--- config.mk ---
export PLATFORM = sky130hd
export DESIGN_NAME = memory_arbiter
export DESIGN_NICKNAME = d
export VERILOG_FILES = /design/src/rtl/memory_pkg.sv /design/src/rtl/rr_pick2.sv /design/src/rtl/memory_arbiter.sv
export SDC_FILE = /design/constraint.sdc
export NUM_CORES = 1
export LEC_CHECK = 0
export CAP_MARGIN = 5
export CORE_MARGIN = 2
export CORE_UTILIZATION = 43
export CTS_BUF_LIST = sky130_fd_sc_hd__clkbuf_4 sky130_fd_sc_hd__clkbuf_8 sky130_fd_sc_hd__clkbuf_16
export DETAILED_ROUTE_END_ITERATION = 7
export GPL_ROUTABILITY_DRIVEN = 1
export HOLD_SLACK_MARGIN = 0.12
export PLACE_DENSITY = 0.81
export SYNTH_ARGS = -nofsm -noshare
export SYNTH_HDL_FRONTEND = slang
export SYNTH_HIERARCHICAL = 1
export SYNTH_SLANG_ARGS = --single-unit
--- constraint.sdc ---
create_clock -name clk -period 2 [get_ports clk]
set_input_delay 0.3 -clock clk [delete_from_list [all_inputs] [get_ports clk]]
set_output_delay 0.3 -clock clk [all_outputs]
set_load 0.02 [all_outputs]
--- src/rtl/memory_pkg.sv ---
// Shared definitions for the memory block and its two-port arbiter.
package memory_pkg;

  localparam int MEM_ADDR_WIDTH = 12;
  localparam int MEM_DATA_WIDTH = 31;

  typedef enum logic [1:0] {
    ARB_IDLE    = 2'd0,
    ARB_BUSY    = 2'd1,
    ARB_RELEASE = 2'd2
  } arb_state_e;

endpackage

--- src/rtl/rr_pick2.sv ---
// Two-way round-robin selector: on contention the port that was not last granted wins.
module rr_pick2 (
  input  logic req0,
  input  logic req1,
  input  logic last_owner,
  output logic gnt_vld,
  output logic gnt_port
);

  assign gnt_vld  = req0 | req1;
  assign gnt_port = (req0 & req1) ? ~last_owner : req1;

endmodule

--- src/rtl/memory_arbiter.sv ---
// Shares one enable/finish memory between two requesters with round-robin
// grant, a one-cycle release gap after every transfer and a hang watchdog.
module memory_arbiter
  import memory_pkg::*;
#(
  parameter int ADDR_WIDTH     = MEM_ADDR_WIDTH,
  parameter int DATA_WIDTH     = MEM_DATA_WIDTH,
  parameter int TIMEOUT_CYCLES = 4095
) (
  input  logic                  clk,
  input  logic                  resetn,
  input  logic                  r0_write_enable,
  input  logic                  r0_read_enable,
  input  logic [ADDR_WIDTH-1:0] r0_addr,
  input  logic [DATA_WIDTH-1:0] r0_write_data,
  output logic                  r0_done,
  output logic                  r0_error,
  output logic [DATA_WIDTH-1:0] r0_read_data,
  input  logic                  r1_write_enable,
  input  logic                  r1_read_enable,
  input  logic [ADDR_WIDTH-1:0] r1_addr,
  input  logic [DATA_WIDTH-1:0] r1_write_data,
  output logic                  r1_done,
  output logic                  r1_error,
  output logic [DATA_WIDTH-1:0] r1_read_data,
  output logic                  mem_write_enable,
  output logic                  mem_read_enable,
  input  logic                  mem_finish,
  output logic [ADDR_WIDTH-1:0] mem_addr,
  output logic [DATA_WIDTH-1:0] mem_write_data,
  input  logic [DATA_WIDTH-1:0] mem_read_data,
  output logic                  busy,
  output logic                  owner
);

  localparam logic [ADDR_WIDTH-1:0] WDOG_LAST = ADDR_WIDTH'(TIMEOUT_CYCLES - 1);

  logic [1:0]                 req_we, req_re;
  logic [1:0][ADDR_WIDTH-1:0] req_addr;
  logic [1:0][DATA_WIDTH-1:0] req_wd;

  assign req_we   = {r1_write_enable, r0_write_enable};
  assign req_re   = {r1_read_enable, r0_read_enable};
  assign req_addr = {r1_addr, r0_addr};
  assign req_wd   = {r1_write_data, r0_write_data};

  arb_state_e                 state_q, state_d;
  logic                       owner_q, owner_d;
  logic                       mem_we_q, mem_we_d, mem_re_q, mem_re_d;
  logic [ADDR_WIDTH-1:0]      addr_q, addr_d;
  logic [DATA_WIDTH-1:0]      wdata_q, wdata_d;
  logic [1:0]                 done_q, done_d, err_q, err_d;
  logic [1:0][DATA_WIDTH-1:0] rdata_q, rdata_d;
  logic [ADDR_WIDTH-1:0]      wdog_q, wdog_d;

  logic gnt_vld, gnt_port, wdog_exp;

  rr_pick2 u_pick (
    .req0       (req_we[0] | req_re[0]),
    .req1       (req_we[1] | req_re[1]),
    .last_owner (owner_q),
    .gnt_vld    (gnt_vld),
    .gnt_port   (gnt_port)
  );

  assign wdog_exp = (TIMEOUT_CYCLES != 0) && (wdog_q == WDOG_LAST);

  always_comb begin
    state_d = state_q;
    unique case (state_q)
      ARB_IDLE:    if (gnt_vld) state_d = ARB_BUSY;
      ARB_BUSY:    if (mem_finish || wdog_exp) state_d = ARB_RELEASE;
      ARB_RELEASE: state_d = ARB_IDLE;
      default:     state_d = ARB_IDLE;
    endcase
  end

  // Datapath next-state: latch on grant, hold through BUSY, complete on finish or expiry.
  always_comb begin
    owner_d  = owner_q;
    mem_we_d = mem_we_q;
    mem_re_d = mem_re_q;
    addr_d   = addr_q;
    wdata_d  = wdata_q;
    done_d   = '0;
    err_d    = '0;
    rdata_d  = rdata_q;
    wdog_d   = wdog_q;
    unique case (state_q)
      ARB_IDLE: begin
        if (gnt_vld) begin
          owner_d  = gnt_port;
          addr_d   = req_addr[gnt_port];
          wdata_d  = req_wd[gnt_port];
          // a write wins when both enables are raised together
          mem_we_d = req_we[gnt_port];
          mem_re_d = ~req_we[gnt_port];
          wdog_d   = '0;
        end
      end
      ARB_BUSY: begin
        if (mem_finish) begin
          mem_we_d        = 1'b0;
          mem_re_d        = 1'b0;
          done_d[owner_q] = 1'b1;
          if (mem_re_q) rdata_d[owner_q] = mem_read_data;
        end else if (wdog_exp) begin
          mem_we_d         = 1'b0;
          mem_re_d         = 1'b0;
          done_d[owner_q]  = 1'b1;
          err_d[owner_q]   = 1'b1;
          rdata_d[owner_q] = '0;
        end else if (wdog_q != '1) begin
          wdog_d = wdog_q + ADDR_WIDTH'(1);
        end
      end
      default: ;
    endcase
  end

  always_ff @(posedge clk or negedge resetn) begin
    if (!resetn) begin
      state_q  <= ARB_IDLE;
      owner_q  <= 1'b1;
      mem_we_q <= 1'b0;
      mem_re_q <= 1'b0;
      addr_q   <= '0;
      wdata_q  <= '0;
      done_q   <= '0;
      err_q    <= '0;
      rdata_q  <= '0;
      wdog_q   <= '0;
    end else begin
      state_q  <= state_d;
      owner_q  <= owner_d;
      mem_we_q <= mem_we_d;
      mem_re_q <= mem_re_d;
      addr_q   <= addr_d;
      wdata_q  <= wdata_d;
      done_q   <= done_d;
      err_q    <= err_d;
      rdata_q  <= rdata_d;
      wdog_q   <= wdog_d;
    end
  end

  always_comb begin
    busy             = (state_q != ARB_IDLE);
    owner            = owner_q;
    mem_write_enable = mem_we_q;
    mem_read_enable  = mem_re_q;
    mem_addr         = addr_q;
    mem_write_data   = wdata_q;
    r0_done          = done_q[0];
    r1_done          = done_q[1];
    r0_error         = err_q[0];
    r1_error         = err_q[1];
    r0_read_data     = rdata_q[0];
    r1_read_data     = rdata_q[1];
  end

endmodule

==> flow_metrics.env, run 1 <==
export IMPL_dp_hpwl_um=12100
export IMPL_track_usage_pct=25.0
export IMPL_vdd_ir_drop_worst_mv=0.749
export IMPL_syn_area_per_cell_um2=9.98
export IMPL_initial_core_util_pct=44.2
export IMPL_postSynthCellCount=559
export IMPL_multi_input_area_mm2=0.00221
export IMPL_grt_setup_unrepaired="true"
export IMPL_cts_htree_levels=4
export IMPL_clock_path_buffers=2
export IMPL_ys_seq_area_share_pct=56.6
export IMPL_vias=5206
export IMPL_grt_overflow=0
export IMPL_clk_pin_slew_ps=60
export IMPL_power_mw=13.7
export IMPL_vias_per_cell=5.31
export IMPL_end_kind="register"
export IMPL_die_w_um=118
export IMPL_io_buffer_count=236
export IMPL_p_sw_share_pct=37.6
export IMPL_crit_slowest_cell="dfrtp_2"
export IMPL_ios=237
export IMPL_gpl_final_weighted_congestion=0.884
export IMPL_grt_pass1_vias=5423
export IMPL_syn_nets=685
export IMPL_antenna_found_initial=0
export IMPL_fp_dieArea_mm2=0.0139
export IMPL_post_route_period_util_pct=99.1
export IMPL_p_seq_share_pct=31.8
export IMPL_clkSinkCount=126
export IMPL_slowest_delay_ps=460
export IMPL_cts_tree="yes"
export IMPL_wl_per_cell_um=17.4
export IMPL_diodes=0
export IMPL_fin_hold_ws_ps=243
export IMPL_cts_root_buf="clkbuf_16"
export IMPL_drive_gt1_share_pct=8.66
export IMPL_cpLargestDelayFamily="simple AND/OR/NAND/NOR gates"
export IMPL_coreArea_mm2=0.0126
export IMPL_clk_latency_ps=410
export IMPL_r2r_cells=4
export IMPL_cts_buffers=17
export IMPL_area_growth_pct=57.9
export IMPL_postLayoutCellArea_mm2=0.00881
export IMPL_nNetsFinal=924
export IMPL_final_cell_mix="clkdlybuf4s50_1 (233), dfrtp_1 (122), nand2_1 (113)"
export IMPL_max_slew_margin_pct=70.2
export IMPL_power_per_cell_area_mw_per_mm2=1560
export IMPL_wl_um=17100
export IMPL_drv_slew=0
export IMPL_leakage_nw=3.86
export IMPL_cap_viol_max_count=0
export IMPL_internal_power_mw=8.54
export IMPL_initialDrtViolationCount=433
export IMPL_place_area_mm2=0.00823
export IMPL_pre_cts_slack_ps=-295
export IMPL_synth_distinct_cells=47
export IMPL_crit_path_cell_trace="or3b_1 > o41a_1 > nand2b_4 > o22ai_1"
export IMPL_synth_main_ff_cell="dfrtp_1"
export IMPL_critPathRequiredTime_ps=2310
export IMPL_fill_cells=967
export IMPL_grt_max_degree=78
export IMPL_status="finished clean"
export IMPL_p_comb_share_pct=46.7
export IMPL_worstPathMaxFanout=31
export IMPL_cp_start_kind="register"
export IMPL_critPathBufInv=0
export IMPL_p_clk_share_pct=21.5
export IMPL_cp_num_cells=4
export IMPL_firstDrtPassIters=5
export IMPL_clock_skew_ps=9.48
export IMPL_drc=0
export IMPL_fmax_mhz=504
export IMPL_netSwitchingPower_mw=5.15
export IMPL_hold_viol=0
export IMPL_finalCriticalPeriod_ps=1980
export IMPL_grt_pass1_wl_um=27600
export IMPL_ant_nets=0
export IMPL_layout_setup_ws_ps=17.2
export IMPL_cp_arrival_ps=2300
export IMPL_ys_async_sr_fraction_pct=100
export IMPL_regArea_mm2=0.00316
export IMPL_netlist_area_mm2=0.00558
export IMPL_layout_commonest_cell="clkdlybuf4s50_1"
export IMPL_worstHoldPathType="primary input to asynchronous set/reset pin"
export IMPL_yosysWarnings=6
export IMPL_worstSetupPathType="register to register"
export IMPL_tightest_slew_ps=442
export IMPL_ys_seq_elements=126
export IMPL_setup_violations=0
export IMPL_die_h_um=118
export IMPL_synth_edff_count=0
export IMPL_rows=41
==> metrics by stage <==
step / instances / TNS (ps) / util (%)
2_1_floorplan: 559 / 0 / -
3_3_place_gp: 950 / -22310 / 65.2
3_5_place_dp: 950 / -25870 / 65.2
4_1_cts: 980 / 0 / 69.8
5_1_grt: 980 / -213 / 69.8
6_report: 980 / 0 / 69.8
==> cell families after synthesis <==
family / count (synthesis) / synth area share (%)
buf+inv: 48 / 3.95
flops: 126 / 56.6
fa+ha+maj: 2 / 0.449
compound gates: 173 / 17.4
mux: 46 / 8.28
simple gates: 164 / 13.3
==> cell type report <==
class | count | share of cell area, %
clock buffer | 22 | 5.40
inverter | 6 | 0.256
sequential | 126 | 35.9
clock inverter | 7 | 1.02
multi-input combinational | 385 | 25.1
timing repair buffer | 262 | 29.9
tap | 172 | 2.44
==> state kept, by name, indices dropped and copies added, names as in the netlist <==
name,count
done_q,2
err_q,2
mem_addr,12
mem_read_enable,1
mem_write_data,31
mem_write_enable,1
owner,1
r0_read_data,31
r1_read_data,31
state_q,2
wdog_q,12
==> power groups by stage <==
stage	Clock (mW)	Sequential [mW]	Combinational [mW]
after floorplan	0	5.52	1.97
after global placement	0	4.31	6.26
after detailed placement	0	4.37	6.41
after CTS	2.99	4.36	6.43
after global routing	3.11	4.49	6.85
final	2.95	4.36	6.39
==> metal layers <==
layer / global-route usage (%) / vias to the layer above / share of wire [%]
li1: - / 2454 / -
met1: 29.4 / 2462 / 39
met2: 41.4 / 258 / 50
met3: 9.11 / 32 / 8.7
met4: 10.3 / 0 / 2.2
met5: 0 / - / 0
==> Yosys cell counts, types with 2 or more instances <==
master / number / area (µm²)
and4_1: 2 / 17.5
nor3_1: 5 / 25.0
o21ai_1: 30 / 150
a21oi_1: 6 / 30.0
nand4_1: 5 / 31.3
o22a_1: 5 / 43.8
a211oi_1: 2 / 15.0
nand2_1: 113 / 424
buf_6: 4 / 45.0
and3_1: 5 / 31.3
dfrtp_1: 125 / 3130
mux2i_1: 45 / 450
inv_1: 6 / 22.5
nand2b_1: 3 / 18.8
nand3_1: 8 / 40.0
or2_2: 4 / 25.0
buf_1: 2 / 7.51
o211a_1: 2 / 20.0
a21o_1: 2 / 15.0
or2b_1: 2 / 15.0
nor2_1: 6 / 22.5
clkbuf_1: 28 / 105
ha_1: 2 / 25.0
o22ai_1: 34 / 213
o21ai_0: 85 / 425
buf_2: 7 / 35.0
==> final timing paths <==
path	startpoint	to	slack, ps
max in group asynchronous	resetn	owner	1150
min in group clk	mem_read_data[29]	r0_read_data[29]	460
worst min register to register	mem_addr[3]	mem_addr[3]	480
worst max-delay path	state_q[1]	r1_read_data[10]	20
worst min-delay path	resetn	mem_write_data[27]	240
worst max register to register	state_q[1]	r1_read_data[10]	20
==> timing repair <==
action                                 4_1_cts  5_1_grt
setup buffers                                0        0
setup endpoints to repair                    2       57
hold buffers                                 1        0
endpoints found under the hold margin      125        0
resized for setup                            2        4
No activity file was read; power rests on OpenSTA's default activity.
==> run 2: changes to the inputs <==
--- a/config.mk
+++ b/config.mk
@@ -12,7 +12,7 @@
 export DETAILED_ROUTE_END_ITERATION = 7
 export GPL_ROUTABILITY_DRIVEN = 1
 export HOLD_SLACK_MARGIN = 0.12
-export PLACE_DENSITY = 0.81
+export PLACE_DENSITY_LB_ADDON = 0.08
 export SYNTH_ARGS = -nofsm -noshare
 export SYNTH_HDL_FRONTEND = slang
 export SYNTH_HIERARCHICAL = 1
==> run 2 against run 1 <==
  * Maximum frequency up 2.0%
  * Combinational power increased by 2%
  * Clock skew down 3.3 ps
  * Clock-buffer cell count rose by 1
  * First-iteration DRC count shrank 8.1%
  * Sequential share of layout area decreased by 0.63 points
  * Clock power is 13% higher
  * Largest power group unchanged
==> flow_metrics.env, run 2 (synthesis results as in run 1) <==
export IMPL_clock_skew_ps=6.14
export IMPL_final_cell_mix="clkdlybuf4s50_1 (233), dfrtp_1 (123), nand2_1 (113)"
export IMPL_firstDrtPassIters=4
export IMPL_wl_um=17000
export IMPL_initial_core_util_pct=44.2
export IMPL_setup_tns_ps=0
export IMPL_die_h_um=118
export IMPL_diodes=0
export IMPL_worstPathMaxFanout=16
export IMPL_cts_root_buf="clkbuf_16"
export IMPL_fp_dieArea_mm2=0.0139
export IMPL_leakage_nw=3.94
export IMPL_end_kind="register"
export IMPL_grt_pass1_vias=5412
export IMPL_io_buffer_count=236
export IMPL_worstHoldPathType="primary input to asynchronous set/reset pin"
export IMPL_track_usage_pct=24.9
export IMPL_cp_arrival_ps=2270
export IMPL_clock_path_buffers=2
export IMPL_tightest_slew_ps=410
export IMPL_antenna_found_initial=0
export IMPL_post_route_period_util_pct=97.2
export IMPL_setup_violations=0
export IMPL_critPathRequiredTime_ps=2330
export IMPL_cpLargestDelayFamily="simple AND/OR/NAND/NOR gates"
export IMPL_gpl_final_weighted_congestion=0.860
export IMPL_layout_commonest_cell="clkdlybuf4s50_1"
export IMPL_regArea_mm2=0.00316
export IMPL_fmax_mhz=515
export IMPL_finalCriticalPeriod_ps=1940
export IMPL_clkSinkCount=126
export IMPL_max_slew_margin_pct=72.6
export IMPL_status="finished clean"
export IMPL_coreArea_mm2=0.0126
export IMPL_power_per_cell_area_mw_per_mm2=1580
export IMPL_postLayoutCellArea_mm2=0.00896
export IMPL_dp_hpwl_um=12100
export IMPL_layout_setup_ws_ps=56.5
export IMPL_area_growth_pct=60.7
export IMPL_clk_pin_slew_ps=60
export IMPL_crit_slowest_cell="dfrtp_2"
export IMPL_vias=5234
export IMPL_rows=41
export IMPL_final_cells=991
export IMPL_grt_max_degree=78
export IMPL_drc=0
export IMPL_ios=237
export IMPL_drive_gt1_share_pct=10.0
export IMPL_initialDrtViolationCount=398
export IMPL_multi_input_area_mm2=0.00225
export IMPL_cts_buffers=17
export IMPL_hold_viol=0
export IMPL_crit_path_cell_trace="or3b_1 > o41a_1 > or2_4 > o21ai_1"
export IMPL_fill_cells=981
export IMPL_cts_tree="yes"
export IMPL_grt_setup_unrepaired="true"
export IMPL_cap_viol_max_count=0
export IMPL_dp_cells=956
export IMPL_place_area_mm2=0.00826
export IMPL_pre_cts_slack_ps=-342
export IMPL_worstSetupPathType="register to register"
export IMPL_vias_per_cell=5.28
export IMPL_ant_nets=0
export IMPL_cts_htree_levels=4
export IMPL_clk_latency_ps=410
export IMPL_nNetsFinal=932
export IMPL_wl_per_cell_um=17.2
export IMPL_grt_pass1_wl_um=27400
export IMPL_grt_overflow=0
export IMPL_slowest_delay_ps=470
export IMPL_die_w_um=118
export IMPL_vdd_ir_drop_worst_mv=0.776
export IMPL_fin_hold_ws_ps=423
export IMPL_drv_slew=0
export IMPL_critPathBufInv=0
export IMPL_cp_start_kind="register"
run 2: power by group:
group / leakage [nW] / total, mW / switching [mW] / internal, mW
clock: 0.312 / 3.34 / 1.10 / 2.24
combinational: 2.00 / 6.49 / 3.46 / 3.03
sequential: 1.62 / 4.33 / 0.670 / 3.66
total: 3.94 / 14.2 / 5.23 / 8.93
run 2: final cells by class:
cell class	instances	area share [%]
Clock inverter	9	1.75
Multi-Input combinational cell	387	25.1
Tap cell	172	2.40
Clock buffer	23	5.53
Timing Repair Buffer	268	29.8
Sequential cell	126	35.2
Inverter	6	0.251
run 2: metrics by stage:
step | power [mW] | utilization, %
global route | 14.9 | 71.0
CTS | 14.2 | 70.7
global placement | 10.7 | 65.5
floorplan | 7.49 | -
detailed placement | 10.8 | 65.5
finish | 14.2 | 71.0
run 2: repair_timing:
item / in CTS / in global routing
endpoints found under the setup margin: 2 / 50
gates cloned: 0 / 2
hold endpoints to repair: 125 / 0
resized for setup: 2 / 11
hold buffers: 1 / 0
setup buffers: 0 / 0
run 2: final timing paths:
check	from	endpoint	slack, ps	cells past startpoint
min	resetn	wdog_q[10]	420	3
max	state_q[1]	r0_read_data[11]	60	4
max reg2reg	state_q[1]	r0_read_data[11]	60	4
max in group asynchronous	resetn	owner	1160	3
min reg2reg	mem_write_data[26]	mem_write_data[26]	480	2
min in group clk	mem_read_data[12]	r0_read_data[12]	460	3
run 2: tightest hold or removal path: stages:
cell and delay, ps:
dlygate4sd3_1 530, buf_4 140, buf_12 250
run 2: routing by layer:
layer	part of all wire, %	up-vias	wire length (µm)	track usage (%)
met5	0	-	0	0
met4	2.3	0	387	9.64
met3	9.2	30	1560	9.59
met2	50	222	8500	42.1
met1	39	2514	6600	28.4
li1	-	2468	-	-
